**src/rtl/bram_ctrl_pkg.sv**
```systemverilog
`default_nettype none
// ============================================================================
// Module      : bram_ctrl_pkg
// Description : Shared constants and helpers for the BRAM port arbiter slice.
//               clog2 for parameter-derived widths, default response FIFO
//               depth, and the response entry width {id, data}.
// Revision    : 1.0 - initial release
// ============================================================================
package bram_ctrl_pkg;

    // Ceiling log2; clog2(1) = 0.
    function automatic int clog2(input int value);
        int r;
        r = 0;
        for (int v = value - 1; v > 0; v = v >> 1) begin
            r++;
        end
        return r;
    endfunction

    // Depth 3 covers the two-cycle credit loop (inflight + one queued entry)
    // plus the entry being popped, so reads can issue every cycle.
    localparam int c_default_rsp_depth  = 3;
    localparam int c_default_id_width   = 1;
    localparam int c_default_data_width = 32;

    // Response entry carries {id, data}.
    localparam int c_rsp_entry_width = c_default_id_width + c_default_data_width;

    function automatic int rsp_entry_width(input int id_w, input int data_w);
        return id_w + data_w;
    endfunction

endpackage
`default_nettype wire

```
**src/rtl/bram_arb_rsp_fifo.sv**
```systemverilog
`default_nettype none
// ============================================================================
// Module      : bram_arb_rsp_fifo
// Description : Small synchronous FIFO buffering tagged read responses.
//               Head entry is presented combinationally; output data is
//               forced to zero while empty.
// Ports       : clk, rst          - clock, synchronous active-high reset
//               i_push/i_push_data - write side
//               i_pop              - consume head (ignored while empty)
//               o_valid/o_data     - head entry
//               o_count            - current occupancy
// Revision    : 1.0 - initial release
// ============================================================================
module bram_arb_rsp_fifo
    import bram_ctrl_pkg::*;
#(
    parameter int DEPTH = c_default_rsp_depth,
    parameter int WIDTH = c_rsp_entry_width
) (
    input  logic                        clk,
    input  logic                        rst,
    input  logic                        i_push,
    input  logic [WIDTH-1:0]            i_push_data,
    input  logic                        i_pop,
    output logic                        o_valid,
    output logic [WIDTH-1:0]            o_data,
    output logic [clog2(DEPTH+1)-1:0]   o_count
);

    localparam int c_ptr_w = clog2(DEPTH);
    localparam int c_cnt_w = clog2(DEPTH + 1);

    logic [WIDTH-1:0]   r_mem [DEPTH];
    logic [c_ptr_w-1:0] r_wr_ptr;
    logic [c_ptr_w-1:0] r_rd_ptr;
    logic [c_cnt_w-1:0] r_count;
    logic               w_do_pop;

    function automatic logic [c_ptr_w-1:0] next_ptr(input logic [c_ptr_w-1:0] p);
        return (p == c_ptr_w'(DEPTH - 1)) ? '0 : p + c_ptr_w'(1);
    endfunction

    assign w_do_pop = i_pop & o_valid;
    assign o_valid  = (r_count != '0);
    assign o_data   = o_valid ? r_mem[r_rd_ptr] : '0;
    assign o_count  = r_count;

    // Storage needs no reset: contents are only visible while count > 0.
    always_ff @(posedge clk) begin
        if (i_push) begin
            r_mem[r_wr_ptr] <= i_push_data;
        end
    end

    always_ff @(posedge clk) begin
        if (rst) begin
            r_wr_ptr <= '0;
            r_rd_ptr <= '0;
            r_count  <= '0;
        end else begin
            if (i_push) begin
                r_wr_ptr <= next_ptr(r_wr_ptr);
            end
            if (w_do_pop) begin
                r_rd_ptr <= next_ptr(r_rd_ptr);
            end
            case ({i_push, w_do_pop})
                2'b10:   r_count <= r_count + c_cnt_w'(1);
                2'b01:   r_count <= r_count - c_cnt_w'(1);
                default: r_count <= r_count;
            endcase
        end
    end

    // The upstream credit check guarantees a free slot for every push.
    always_ff @(posedge clk) begin
        if (!rst) begin
            assert (!(i_push && (r_count == c_cnt_w'(DEPTH))));
        end
    end

endmodule
`default_nettype wire

```
**src/rtl/bram_port_arbiter.sv**
```systemverilog
`default_nettype none
// ============================================================================
// Module      : bram_port_arbiter
// Description : Round-robin sharing of one BRAM read/write port between
//               NUM_REQ requesters. Reads return {id, data} through a
//               credit-guarded response FIFO, so rsp_ready backpressure
//               never loses data.
// Ports       : clk, rst                     - clock, sync active-high reset
//               req_valid/ready/we/addr/wdata - packed per-requester requests
//               rsp_valid/ready/id/data       - tagged read responses
//               bram_en/we/addr/din, bram_dout - BRAM port (1-cycle read)
// Revision    : 1.0 - initial release
// ============================================================================
module bram_port_arbiter
    import bram_ctrl_pkg::*;
#(
    parameter int NUM_REQ    = 2,
    parameter int ADDR_WIDTH = 10,
    parameter int DATA_WIDTH = 32,
    parameter int ID_WIDTH   = 1,
    parameter int RSP_DEPTH  = c_default_rsp_depth
) (
    input  logic                          clk,
    input  logic                          rst,
    input  logic [NUM_REQ-1:0]            req_valid,
    output logic [NUM_REQ-1:0]            req_ready,
    input  logic [NUM_REQ-1:0]            req_we,
    input  logic [NUM_REQ*ADDR_WIDTH-1:0] req_addr,
    input  logic [NUM_REQ*DATA_WIDTH-1:0] req_wdata,
    output logic                          rsp_valid,
    input  logic                          rsp_ready,
    output logic [ID_WIDTH-1:0]           rsp_id,
    output logic [DATA_WIDTH-1:0]         rsp_data,
    output logic                          bram_en,
    output logic                          bram_we,
    output logic [ADDR_WIDTH-1:0]         bram_addr,
    output logic [DATA_WIDTH-1:0]         bram_din,
    input  logic [DATA_WIDTH-1:0]         bram_dout
);

    localparam int c_entry_w = rsp_entry_width(ID_WIDTH, DATA_WIDTH);
    localparam int c_cnt_w   = clog2(RSP_DEPTH + 1);
    localparam int c_occ_w   = c_cnt_w + 1;

    logic [ID_WIDTH-1:0]  r_ptr;
    logic                 r_inflight;
    logic [ID_WIDTH-1:0]  r_inflight_id;

    logic [NUM_REQ-1:0]   w_elig;
    logic [NUM_REQ-1:0]   w_grant;
    logic [ID_WIDTH-1:0]  w_gidx;
    logic                 w_rd_grant;
    logic                 w_credit;
    logic [c_cnt_w-1:0]   w_fifo_count;
    logic [c_occ_w-1:0]   w_occupancy;
    logic [c_entry_w-1:0] w_head;
    logic                 w_pop;

    // Credit counts buffered plus in-flight reads; it deliberately ignores
    // rsp_ready so a slot freed this cycle is only reused next cycle.
    assign w_occupancy = c_occ_w'(w_fifo_count) + c_occ_w'(r_inflight);
    assign w_credit    = (w_occupancy < c_occ_w'(RSP_DEPTH));
    assign w_elig      = req_valid & (req_we | {NUM_REQ{w_credit}});

    // Rotating priority: position k of the scan is requester (ptr + k) mod N.
    always_comb begin
        int  pos;
        logic found;
        pos     = 0;
        found   = 1'b0;
        w_grant = '0;
        w_gidx  = '0;
        for (int k = 0; k < NUM_REQ; k++) begin
            pos = int'(r_ptr) + k;
            if (pos >= NUM_REQ) begin
                pos = pos - NUM_REQ;
            end
            for (int i = 0; i < NUM_REQ; i++) begin
                if (!found && !rst && (pos == i) && w_elig[i]) begin
                    w_grant[i] = 1'b1;
                    w_gidx     = ID_WIDTH'(i);
                    found      = 1'b1;
                end
            end
        end
    end

    assign req_ready  = w_grant;
    assign w_rd_grant = |(w_grant & ~req_we);

    always_comb begin
        bram_en   = |w_grant;
        bram_we   = 1'b0;
        bram_addr = '0;
        bram_din  = '0;
        for (int i = 0; i < NUM_REQ; i++) begin
            if (w_grant[i]) begin
                bram_we   = req_we[i];
                bram_addr = req_addr[i*ADDR_WIDTH +: ADDR_WIDTH];
                bram_din  = req_wdata[i*DATA_WIDTH +: DATA_WIDTH];
            end
        end
    end

    always_ff @(posedge clk) begin
        if (rst) begin
            r_ptr         <= '0;
            r_inflight    <= 1'b0;
            r_inflight_id <= '0;
        end else begin
            r_inflight <= w_rd_grant;
            if (|w_grant) begin
                r_inflight_id <= w_gidx;
                r_ptr         <= (int'(w_gidx) == NUM_REQ - 1) ? '0 : w_gidx + ID_WIDTH'(1);
            end
        end
    end

    // bram_dout is valid the cycle after the read enable, aligned with
    // r_inflight, so it is captured straight into the FIFO.
    bram_arb_rsp_fifo #(
        .DEPTH (RSP_DEPTH),
        .WIDTH (c_entry_w)
    ) u_rsp_fifo (
        .clk         (clk),
        .rst         (rst),
        .i_push      (r_inflight),
        .i_push_data ({r_inflight_id, bram_dout}),
        .i_pop       (w_pop),
        .o_valid     (rsp_valid),
        .o_data      (w_head),
        .o_count     (w_fifo_count)
    );

    assign w_pop              = rsp_valid & rsp_ready;
    assign {rsp_id, rsp_data} = w_head;

endmodule
`default_nettype wire
```
**config.mk**
```make
export PLATFORM = sky130hd
export DESIGN_NAME = bram_port_arbiter
export DESIGN_NICKNAME = d
export VERILOG_FILES = /design/src/rtl/bram_ctrl_pkg.sv /design/src/rtl/bram_arb_rsp_fifo.sv /design/src/rtl/bram_port_arbiter.sv
export SDC_FILE = /design/constraint.sdc
export NUM_CORES = 1
export LEC_CHECK = 0
export BUFFER_PORTS_ARGS = -buffer_cell sky130_fd_sc_hd__buf_2
export CORE_UTILIZATION = 40
export DETAILED_ROUTE_END_ITERATION = 10
export MAX_ROUTING_LAYER = met4
export PLACE_DENSITY = 0.77
export SYNTH_ARGS = -nofsm -noshare
export SYNTH_HDL_FRONTEND = slang
export SYNTH_SLANG_ARGS = --single-unit
export TNS_END_PERCENT = 1
```
**constraint.sdc**
```tcl
create_clock -name clk -period 6 [get_ports clk]
set_input_delay 0 -clock clk [delete_from_list [all_inputs] [get_ports clk]]
set_output_delay 0 -clock clk [all_outputs]
set_load 0.01 [all_outputs]
```
==> flow_metrics.env <==
export IMPL_startpoint_kind_of_the_worst_setup_timing_path="flip-flop"
export IMPL_timing_critical_path_max_delay_family="compound AO/OA/AOI/OAI gates"
export IMPL_die_area_sq_um=13500
export IMPL_netlist_top_cell_by_area="edfxtp_1"
export IMPL_setup_total_negative_slack_ps=0
export IMPL_hold_path_class="in -> reg"
export IMPL_critical_path_buf_inv_count=1
export IMPL_placement_io_buffers=202
export IMPL_area_growth_synth_to_final_pct=33.0
export IMPL_yosysWarningCount=0
export IMPL_static_leakage_power_uw=0.00293
export IMPL_post_cts_buffers=0
export IMPL_ys_types=28
export IMPL_dr_total_vias=4194
export IMPL_mappedNetlistArea_sq_um=5210
export IMPL_core_region_area_sq_um=12700
export IMPL_clk_root_buffer_cell="clkbuf_16"
export IMPL_period_needed_ps=2750
export IMPL_path_max_fanout=44
export IMPL_report_final_setup_viol=0
export IMPL_ff_latch_area_sq_um=3200
export IMPL_yosys_register_bits=110
export IMPL_worstPathArrival_ps=2750
export IMPL_gpl_final_weighted_congestion=0.812
export IMPL_drt_drc_violations_left=0
export IMPL_layout_worst_path_cycle_share=0.458
export IMPL_drt_initial_drc_count=158
export IMPL_slowest_delay_ps=760
export IMPL_avgRoutedWirePerCell_microns=15.7
export IMPL_power_density_cell_area_nw_per_um2=279
export IMPL_grtUsageTotal=0.203
export IMPL_critical_path_top_cell_by_count="ha_1"
export IMPL_numCtsBuffers=9
export IMPL_fillcell_total=1093
export IMPL_synth_nets=580
export IMPL_worstSetupPathType="reg -> out"
export IMPL_clk_transition_reported_paths_ps=70
export IMPL_slew_violations=0
export IMPL_cp_required_ps=6000
export IMPL_layout_nets=797
export IMPL_synth_top_area_frac=0.571
export IMPL_yosys_top_cells_area="edfxtp_1 (57%), o32ai_1 (7.1%), mux2i_1 (6.3%), nor2_1 (5.4%), nand2b_1 (5.0%)"
export IMPL_antenna_found_initial=7
export IMPL_io_pin_count=203
export IMPL_cpMaxStageDelayCell="o21bai_4"
export IMPL_first_pass_grt_wire_length_microns=19600
export IMPL_layoutNonFillerInstCount=853
export IMPL_slew_headroom=0.206
export IMPL_tritoncts="done"
export IMPL_setup_repair_after_global_routing_missed_its_margin="no"
export IMPL_timing_clock_skew_ps=8.23
export IMPL_cap_violations=0
export IMPL_via_per_inst=4.92
export IMPL_placement_cell_area_sq_um=6330
export IMPL_footprint_of_the_multi_input_gates_sq_um=1690
export IMPL_fmax_mhz=364
export IMPL_finalHoldViolations=0
export IMPL_yosysSeqAreaShare=0.613
export IMPL_synth_area_per_cell_sq_um=11.5
export IMPL_route_final_wire_length_microns=13400
export IMPL_initial_utilization=0.411
export IMPL_dieHeight_microns=116
export IMPL_numPlacedInstances=800
export IMPL_worstPathCellList="ha_1, ha_1, a21oi_2, o21ai_2, o21bai_4, o32ai_1, buf_2"
export IMPL_cts_htree_levels=3
export IMPL_worst_slew_pin_slew_ps=1190
export IMPL_dr_pass1_iters=4
export IMPL_synthCells=454
export IMPL_first_global_vias=4095
export IMPL_grt_remaining_overflow=0
export IMPL_outcome="completed"
export IMPL_cts_root_to_sink_buffers=2
export IMPL_clkLatencyLatePin_ps=340
export IMPL_place_detailed_hpwl_microns=8980
export IMPL_stdcell_area_sq_um=6930
export IMPL_rows=41
export IMPL_fin_ws_ps=3250
export IMPL_clock_sinks=110
export IMPL_worst_ir_drop_vdd_mv=0.130
export IMPL_drive_gt1_frac=0.343
export IMPL_crit_path_end_kind="output pin"
export IMPL_final_antenna_net_count=0
export IMPL_postLayoutCoreUtil=0.547
export IMPL_floorplan_die_width_microns=116
export IMPL_grt_start_max_net_pins=98
export IMPL_pre_cts_slack_ps=3620
-- where the power goes --
part | switching (uW) | total (uW) | internal [uW]
sequential | 49.4 | 914 | 865
clock | 248 | 529 | 281
combinational | 271 | 492 | 221
total | 569 | 1940 | 1370
-- worst register-to-register path, cell delays in order (launching register included) --
cell,delay [ps]
dfxtp_1,440
ha_1,190
ha_1,230
a21oi_2,260
o21ai_2,160
o21bai_4,760
a21oi_1,130
-- registers in the layout, indices dropped and copies added (netlist names), named ones only --
name / count
u_rsp_fifo.r_mem: 99
r_inflight: 1
u_rsp_fifo.r_rd_ptr: 2
u_rsp_fifo.o_count: 2
u_rsp_fifo.r_wr_ptr: 2
r_ptr: 1
r_inflight_id: 1
-- layer usage --
layer  GRT usage  vias to the layer above  routed length, microns
met4      0.0974                        0                     280
met3      0.0337                       18                     575
met2       0.392                      161                    7460
li1            -                     2066                       -
met5           -                        -                       0
met1       0.194                     1949                    5090
-- metrics by stage --
stage	hold slack, ps	total power (uW)
detailed placement	204	1410
global route	95.6	2040
global placement	200	1390
finish	81.6	1940
CTS	62.8	1950
floorplan	98.9	1210
-- placed cells by master (no fill, tap or decap), drive strengths merged --
master       count
a22oi            1
o21bai           2
clkinv           4
diode            5
edfxtp          99
a211oi           2
clkbuf          10
o32ai           42
a21oi           41
nor3b            2
buf            207
clkinvlp         1
xor2             1
a32oi            1
dlygate4sd3     32
nand2            8
mux2i           33
xnor2            1
nor3             3
ha               3
or3              1
dfxtp           11
inv             48
nor2b            1
nor2            75
o21ai            5
nand2b          42
-- worst paths after layout --
path                                       endpoint  slack, ps                          startpoint  cells after the start
hold / removal                   r_ptr$_SDFFE_PP0P_         80                        req_valid[0]                      3
setup reg to reg         r_inflight_id$_SDFFE_PP0P_       3680  u_rsp_fifo.o_count[0]$_SDFFE_PP0P_                      6
hold reg to reg   u_rsp_fifo.r_mem[0][32]$_DFFE_PP_        490          r_inflight_id$_SDFFE_PP0P_                      0
setup / recovery                       bram_din[28]       3250  u_rsp_fifo.o_count[0]$_SDFFE_PP0P_                      7
-- final cells by class --
cell class                 instances  share of cell area
antenna                            5             0.00181
clock buffer                      10              0.0331
clock inverter                     6             0.00542
inverter                          47              0.0255
multi-input combinational        264               0.244
sequential                       110               0.461
tap                              172              0.0311
timing repair buffer             239               0.198
-- cell families (layout without fill, tap and decap cells) --
group | after synthesis | in the layout | synth area share
AO/OA/AOI/OAI | 94 | 94 | 0.129
buffers and inverters | 80 | 302 | 0.0658
flip-flops | 110 | 110 | 0.613
multiplexers | 33 | 33 | 0.0634
AND/OR/NAND/NOR | 132 | 132 | 0.118
XOR/XNOR | 2 | 2 | 0.00336
other | 0 | 5 | 0
adder cells (fa/ha/maj) | 3 | 3 | 0.00721
-- Yosys cell counts --
library cell	count
a211oi_1	2
a21oi_1	40
a21oi_2	1
a22oi_1	1
a32oi_1	1
buf_1	1
buf_2	10
buf_6	4
clkbuf_1	18
dfxtp_1	11
edfxtp_1	99
ha_1	3
inv_1	47
mux2i_1	33
nand2_1	8
nand2b_1	42
nor2_1	75
nor2b_1	1
nor3_1	3
nor3b_1	2
o21ai_0	3
o21ai_2	2
o21bai_2	1
o21bai_4	1
o32ai_1	42
or3_1	1
xnor2_1	1
xor2_1	1
-- timing repair --
item / 4_1_cts / 5_1_grt
endpoints found under the hold margin: 96 / 0
resized for setup: 0 / 0
hold buffers: 32 / 0
(Power assumes the default switching activity.)
